--- src/rtl/jtag_shift_engine_if.sv ---
// Command/response bundle between a host and the JTAG shift engine.
// Handshake: a transfer happens on the rising clk edge where valid and ready
// are both high. While valid is high and ready is low, the sender holds valid
// and its payload stable; ready may change freely and never waits on valid.
interface jtag_shift_engine_if #(
  parameter int DATA_W = 32,
  parameter int LEN_W  = $clog2(DATA_W + 1)
);
  logic              cmd_valid;
  logic              cmd_ready;
  logic [2:0]        cmd_op;
  logic [LEN_W-1:0]  cmd_len;
  logic [DATA_W-1:0] cmd_data;
  logic              rsp_valid;
  logic              rsp_ready;
  logic [DATA_W-1:0] rsp_data;
  logic              rsp_err;

  modport master (
    output cmd_valid, cmd_op, cmd_len, cmd_data, rsp_ready,
    input  cmd_ready, rsp_valid, rsp_data, rsp_err
  );

  modport slave (
    input  cmd_valid, cmd_op, cmd_len, cmd_data, rsp_ready,
    output cmd_ready, rsp_valid, rsp_data, rsp_err
  );
endinterface

--- src/rtl/jtag_shift_engine.sv ---
// JTAG shift engine: turns one command (reset, TMS sequence, scan, idle
// clocks) into TCK/TMS/TDI waveforms and returns captured TDO for scans.
module jtag_shift_engine #(
  parameter int DATA_W = 32,
  parameter int DIV    = 50,
  parameter int LEN_W  = $clog2(DATA_W + 1)
) (
  input  logic               clk,
  input  logic               rst,
  jtag_shift_engine_if.slave bus,
  output logic               tck,
  output logic               tms,
  output logic               tdi,
  input  logic               tdo,
  output logic               busy,
  output logic [1:0]         state_dbg
);
  localparam int CNT_W = $clog2(DIV + 1) + 1;

  localparam logic [2:0] OP_RESET = 3'd0;
  localparam logic [2:0] OP_TMS   = 3'd1;
  localparam logic [2:0] OP_SCAN  = 3'd2;
  localparam logic [2:0] OP_FLIP  = 3'd3;
  localparam logic [2:0] OP_IDLE  = 3'd4;

  typedef enum logic [1:0] {S_IDLE, S_LOW, S_HIGH, S_RESP} state_t;

  state_t            state, state_next;
  logic [2:0]        op_q;
  logic              err_q;
  logic [LEN_W-1:0]  len_q;
  logic [LEN_W-1:0]  bit_idx;
  logic [DATA_W-1:0] data_q;
  logic [DATA_W-1:0] cap_q;
  logic [CNT_W-1:0]  div_cnt;

  logic              accept;
  logic              phase_end;
  logic              last_bit;
  logic              resp_op;
  logic              acc_err;
  logic [LEN_W-1:0]  acc_len;

  // TMS level for bit idx of a command
  function automatic logic bit_tms(input logic [2:0] op, input logic [LEN_W-1:0] idx,
                                   input logic [LEN_W-1:0] len, input logic [DATA_W-1:0] data);
    case (op)
      OP_RESET: bit_tms = (idx != LEN_W'(5));
      OP_TMS:   bit_tms = data[idx];
      OP_FLIP:  bit_tms = (idx == len - LEN_W'(1));
      default:  bit_tms = 1'b0;
    endcase
  endfunction

  // TDI level for bit idx of a command
  function automatic logic bit_tdi(input logic [2:0] op, input logic [LEN_W-1:0] idx,
                                   input logic [DATA_W-1:0] data);
    bit_tdi = (op == OP_SCAN || op == OP_FLIP) ? data[idx] : 1'b0;
  endfunction

  // Effective length of the offered command: RESET is always 6 clocks,
  // illegal ops shift nothing, everything else is clamped to DATA_W.
  always_comb begin
    acc_err = (bus.cmd_op > OP_IDLE);
    if (acc_err)
      acc_len = '0;
    else if (bus.cmd_op == OP_RESET)
      acc_len = LEN_W'(6);
    else if (bus.cmd_len > LEN_W'(DATA_W))
      acc_len = LEN_W'(DATA_W);
    else
      acc_len = bus.cmd_len;
  end

  // State register
  always_ff @(posedge clk or posedge rst) begin
    if (rst) state <= S_IDLE;
    else     state <= state_next;
  end

  // Next-state decode
  always_comb begin
    state_next = state;
    accept     = 1'b0;
    phase_end  = (div_cnt == '0);
    last_bit   = (bit_idx == len_q - LEN_W'(1));
    resp_op    = err_q || (op_q == OP_SCAN) || (op_q == OP_FLIP);
    case (state)
      S_IDLE: begin
        if (bus.cmd_valid) begin
          accept     = 1'b1;
          state_next = S_LOW;
        end
      end
      S_LOW: begin
        if (len_q == '0)
          state_next = resp_op ? S_RESP : S_IDLE;
        else if (phase_end)
          state_next = S_HIGH;
      end
      S_HIGH: begin
        if (phase_end)
          state_next = last_bit ? (resp_op ? S_RESP : S_IDLE) : S_LOW;
      end
      S_RESP: begin
        if (bus.rsp_ready) state_next = S_IDLE;
      end
      default: state_next = S_IDLE;
    endcase
  end

  // Command latch, phase counter, pin drive and TDO capture. The accept
  // cycle is spent in LOW as a decode cycle, so the first LOW phase is one
  // cycle longer; every later phase is exactly DIV cycles.
  always_ff @(posedge clk or posedge rst) begin
    if (rst) begin
      op_q    <= '0;
      err_q   <= 1'b0;
      len_q   <= '0;
      bit_idx <= '0;
      data_q  <= '0;
      cap_q   <= '0;
      div_cnt <= '0;
      tck     <= 1'b0;
      tms     <= 1'b0;
      tdi     <= 1'b0;
    end else begin
      case (state)
        S_IDLE: begin
          if (accept) begin
            op_q    <= bus.cmd_op;
            err_q   <= acc_err;
            len_q   <= acc_len;
            data_q  <= bus.cmd_data;
            bit_idx <= '0;
            cap_q   <= '0;
            div_cnt <= CNT_W'(DIV);
            tms     <= (acc_len != '0) && bit_tms(bus.cmd_op, LEN_W'(0), acc_len, bus.cmd_data);
            tdi     <= (acc_len != '0) && bit_tdi(bus.cmd_op, LEN_W'(0), bus.cmd_data);
          end
        end
        S_LOW: begin
          if (len_q != '0) begin
            if (phase_end) begin
              tck            <= 1'b1;
              cap_q[bit_idx] <= tdo;
              div_cnt        <= CNT_W'(DIV - 1);
            end else begin
              div_cnt <= div_cnt - CNT_W'(1);
            end
          end
        end
        S_HIGH: begin
          if (phase_end) begin
            tck     <= 1'b0;
            div_cnt <= CNT_W'(DIV - 1);
            if (last_bit) begin
              tms <= 1'b0;
              tdi <= 1'b0;
            end else begin
              bit_idx <= bit_idx + LEN_W'(1);
              tms     <= bit_tms(op_q, bit_idx + LEN_W'(1), len_q, data_q);
              tdi     <= bit_tdi(op_q, bit_idx + LEN_W'(1), data_q);
            end
          end else begin
            div_cnt <= div_cnt - CNT_W'(1);
          end
        end
        S_RESP: begin
          if (bus.rsp_ready) begin
            err_q <= 1'b0;
            cap_q <= '0;
          end
        end
        default: ;
      endcase
    end
  end

  assign bus.cmd_ready = (state == S_IDLE) && !rst;
  assign bus.rsp_valid = (state == S_RESP);
  assign bus.rsp_data  = cap_q;
  assign bus.rsp_err   = err_q;
  assign busy          = (state != S_IDLE);
  assign state_dbg     = state;
endmodule

--- src/flat_wrapper.sv ---
// flat-port wrapper written by rule: the top's interface ports become plain ports
module jtag_shift_engine_flat 
#(
  parameter int DATA_W = 32,
  parameter int DIV    = 50,
  parameter int LEN_W  = $clog2(DATA_W + 1)
)
  (clk, rst, tck, tms, tdi, tdo, busy, state_dbg, bus_cmd_valid, bus_cmd_op, bus_cmd_len, bus_cmd_data, bus_rsp_ready, bus_cmd_ready, bus_rsp_valid, bus_rsp_data, bus_rsp_err);
  jtag_shift_engine_if #(.DATA_W(DATA_W), .LEN_W(LEN_W)) bus_i ();
  input  logic clk;
  input  logic rst;
  output logic tck;
  output logic tms;
  output logic tdi;
  input  logic tdo;
  output logic busy;
  output logic [1:0] state_dbg;
  input wire logic [$bits(bus_i.cmd_valid)-1:0] bus_cmd_valid;
  input wire logic [$bits(bus_i.cmd_op)-1:0] bus_cmd_op;
  input wire logic [$bits(bus_i.cmd_len)-1:0] bus_cmd_len;
  input wire logic [$bits(bus_i.cmd_data)-1:0] bus_cmd_data;
  input wire logic [$bits(bus_i.rsp_ready)-1:0] bus_rsp_ready;
  output wire logic [$bits(bus_i.cmd_ready)-1:0] bus_cmd_ready;
  output wire logic [$bits(bus_i.rsp_valid)-1:0] bus_rsp_valid;
  output wire logic [$bits(bus_i.rsp_data)-1:0] bus_rsp_data;
  output wire logic [$bits(bus_i.rsp_err)-1:0] bus_rsp_err;
  assign bus_i.cmd_valid = bus_cmd_valid;
  assign bus_i.cmd_op = bus_cmd_op;
  assign bus_i.cmd_len = bus_cmd_len;
  assign bus_i.cmd_data = bus_cmd_data;
  assign bus_i.rsp_ready = bus_rsp_ready;
  assign bus_cmd_ready = bus_i.cmd_ready;
  assign bus_rsp_valid = bus_i.rsp_valid;
  assign bus_rsp_data = bus_i.rsp_data;
  assign bus_rsp_err = bus_i.rsp_err;
  jtag_shift_engine #(.DATA_W(DATA_W), .DIV(DIV), .LEN_W(LEN_W)) u_core (.clk(clk), .rst(rst), .bus(bus_i), .tck(tck), .tms(tms), .tdi(tdi), .tdo(tdo), .busy(busy), .state_dbg(state_dbg));
endmodule
--- config.mk ---
export PLATFORM = sky130hd
export DESIGN_NAME = jtag_shift_engine_flat
export DESIGN_NICKNAME = d
export VERILOG_FILES = /design/src/rtl/jtag_shift_engine_if.sv /design/src/rtl/jtag_shift_engine.sv /design/src/flat_wrapper.sv
export SDC_FILE = /design/constraint.sdc
export NUM_CORES = 1
export LEC_CHECK = 0
export ABC_AREA = 1
export BUFFER_PORTS_ARGS = -buffer_cell sky130_fd_sc_hd__buf_2
export CAP_MARGIN = 20
export CORE_ASPECT_RATIO = 0.75
export CORE_MARGIN = 2
export CORE_UTILIZATION = 30
export DETAILED_ROUTE_END_ITERATION = 12
export PLACE_DENSITY_LB_ADDON = 0.2
export SETUP_SLACK_MARGIN = 0.05
export SLEW_MARGIN = 20
export SYNTH_ARGS = -nofsm -noshare
export SYNTH_HDL_FRONTEND = slang
export SYNTH_SLANG_ARGS = --single-unit
--- constraint.sdc ---
create_clock -name clk -period 3.5 [get_ports clk]
set_input_delay 0.525 -clock clk [delete_from_list [all_inputs] [get_ports clk]]
set_output_delay 0.525 -clock clk [all_outputs]
set_load 0.01 [all_outputs]
==> out/qor.yml <==
sta:
  post-route-period-util_pct: 68.24
  setup_viol: 0
  fin_skew_ns: 0.008409
  tightest_slew_ns: 0.8790
  clock.fmax_mhz: 418.7
  slew_violations: 0
  rsz0062_at_grt: "false"
  finalWorstSetupSlack_ns: 1.112
  slew_headroom_pct: 41.40
  final-hold-violation-count: 0
  finalCriticalPeriod_ns: 2.389
  fin_setup_tns_ns: 0
critical_path:
  critPathLaunch: "u_core.len_q[0]"
  critical_path.endpoint_type: "register"
  cp-start-kind: "register"
  cp.depth: 10
  reg2reg_from: "u_core.len_q[0]"
  worstSetupEndpoint: "u_core.bus.rsp_data[30]"
  critical_path_class: "reg2reg"
  path_max_fanout: 23
  critPathTopFamily: "simple AND/OR/NAND/NOR gates"
  reg2reg_to: "u_core.bus.rsp_data[30]"
  cp_slowest_stage_delay_ns: 0.45
  crit_required_ns: 3.73
  reg2reg_depth: 10
  crit_arrival_ns: 2.62
  crit_buf_inv: 2
  crit_slowest_cell: "dfrtp_1"
  reg2reg_slack_ns: 1.11
  critical_path.cell_chain: "inv_1, ha_1, nand2_1, nor2_1, nand4_1, o21ai_2, nor3_4, nand3_2, buf_4, o21ai_0"
layout:
  areaGrowthSynthToFinish_pct: 18.49
  n_antenna_cell: 0
  fin_nets: 873
  nFillCells: 1960
  drive_gt1_share_pct: 18.37
  instances_no_fill: 1064
grt:
  grt_max_degree: 61
  grt_util_all_layers_pct: 15.31
  grt_pass1_wl_mm: 22.82
  antenna_found_initial: 0
  grt-ovfl-total: 0
  grt_pass1_vias: 4430
logic_synthesis:
  synth_cell_type_count: 30
  syn-num-nets: 794
  ys_warn_count: 0
  syn-cell-area_mm2: 0.005339
  ys_ff_latch: 92
  ys_seq_area_share_pct: 43.12
  synth-main-ff-cell: "dfrtp_1"
  synth.area.top_cells: "dfrtp_1, nand2_1, inv_1"
  synth_edf_count: 0
  synth_top_area_cell: "dfrtp_1"
  synthArstFlopShare_pct: 100.0
  yosysMostFrequentCell: "nand2_1"
  yosysTopAreaCellShare_pct: 43.12
  syn_area_per_cell_um2: 7.234
  synthTopCellsByCount: "nand2_1, inv_1, dfrtp_1"
  syn_inst: 738
run_status:
  status: "finished clean"
detailed_routing:
  ant_nets: 0
  routed_wl_mm: 13.86
  drc: 0
  viasPerCell: 4.423
  drt-pass1-iter-count: 5
  dr_total_vias: 4706
  wire_per_inst_um: 13.02
  drtIter0Drc: 257
clock_tree:
  cts_buffers: 9
  root_buffer: "clkbuf_16"
  path_clk_slew_ns: 0.07
  cts_htree_levels: 3
  cts_tree: "done"
  post_cts.repair.setup_buffers: 0
  hold_buffers: 0
  clock_insertion_delay_worst_skew_ns: 0.36
  cts_sinks: 92
  clockBufferDepth: 2
  cts_resized: 0
die:
  core_mm2: 0.01755
  die_x_um: 158.0
  ios: 87
  rows: 42
  initial_utilization_pct: 30.42
  dieArea_mm2: 0.01889
  die_h_um: 119.5
power_and_ir_drop:
  switchingPower_w: 0.0005106
  p_clk_share_pct: 48.2
  p_per_area_mw_per_mm2: 345.9
  seqPwrFrac_pct: 48.6
  peakVddDrop_mv: 0.1718
  p_leak_nw: 3.091
  p_int_w: 0.001678
  pwr-share-comb_pct: 3.2
  p_sw_share_pct: 23.34
placed_design:
  place_hpwl_mm: 9.984
  placedCellCount: 1048
  place_ws_ns: 1.102
  io_buffers: 86
  gp_congestion: 0.8208
job:
  drv_cap: 0
min_path:
  hold_path.class: "in2async"
## cells by family after synthesis
family          count (synthesis)  share of synthesized area (%)
simple gates                  347                          26.88
buf+inv                       144                          10.78
compound gates                136                          15.40
flops                          92                          43.12
fa+ha+maj                      10                          2.344
xor+xnor                        9                          1.477
## power by group through the flow
stage | clock network, W | logic (W) | registers (W)
after floorplan | 0 | 0.0000301 | 0.00108
after global placement | 0 | 0.0000736 | 0.00108
after detailed placement | 0 | 0.0000735 | 0.00108
after CTS | 0.00109 | 0.0000738 | 0.00106
after global routing | 0.00112 | 0.0000829 | 0.00106
final | 0.00105 | 0.0000709 | 0.00106
## cell usage in the layout (no fill, tap or decap), drive strengths merged
cell,instances
ha,10
clkinvlp,1
or2,2
a211oi,1
nand4,4
a22oi,3
o31ai,1
inv,121
clkbuf,10
a31oi,6
a21boi,1
a21oi,10
buf,93
nor2,81
xnor2,2
nand3,47
dfrtp,92
xor2,7
nand2,205
o21ai,113
o21bai,1
bufinv,1
nor3,8
clkinv,2
## worst min path at each step
stage / end / slack [ns] / depth (start not counted)
2_1_floorplan: u_core.data_q[16] / 0.44 / 2
3_3_place_gp: u_core.bus.rsp_data[22] / 0.47 / 2
3_5_place_dp: u_core.bus.rsp_data[22] / 0.46 / 2
4_1_cts: u_core.len_q[5] / 0.35 / 2
5_1_grt: u_core.data_q[1] / 0.37 / 3
6_report: u_core.len_q[5] / 0.31 / 2
## per-layer routing
| layer | share of wire (%) | wire length, um | up-vias | GRT usage, % |
|---|---|---|---|---|
| met5 | 0 | 0 | - | 0 |
| met2 | 39 | 5419 | 91 | 20.87 |
| li1 | - | - | 2471 | - |
| met4 | 0.92 | 127 | 0 | 3.885 |
| met1 | 56 | 7703 | 2135 | 24.27 |
| met3 | 4.4 | 605 | 9 | 3.142 |
## metrics by stage
step	util (%)	power, W	area (um^2)	hold slack [ns]
after detailed placement	34.24	0.001158	6010	0.4649
after floorplan	-	0.001114	5339	0.4436
after global routing	36.04	0.002269	6326	0.3690
after global placement	34.24	0.001158	6010	0.4658
after CTS	36.04	0.002224	6326	0.3497
final	36.04	0.002188	6326	0.3116
## layout make-up
cell class / count / area (um^2) / area share [%]
sequential: 92 / 2302 / 36.39
timing repair buffer: 93 / 495.5 / 7.832
clock buffer: 10 / 239.0 / 3.778
multi-input combinational: 502 / 2461 / 38.90
tap: 242 / 302.8 / 4.786
clock inverter: 6 / 77.57 / 1.226
inverter: 119 / 447.9 / 7.081
## state kept, by name, summed over array words and instances, names as in the netlist
register             cells
u_core.div_cnt           7
u_core.bit_idx           6
u_core.bus.rsp_data     32
u_core.state_dbg         2
u_core.bus.rsp_err       1
u_core.tms               1
u_core.op_q              3
u_core.len_q             6
u_core.data_q           32
u_core.tdi               1
u_core.tck               1
No activity file was read; power rests on OpenSTA's default activity.
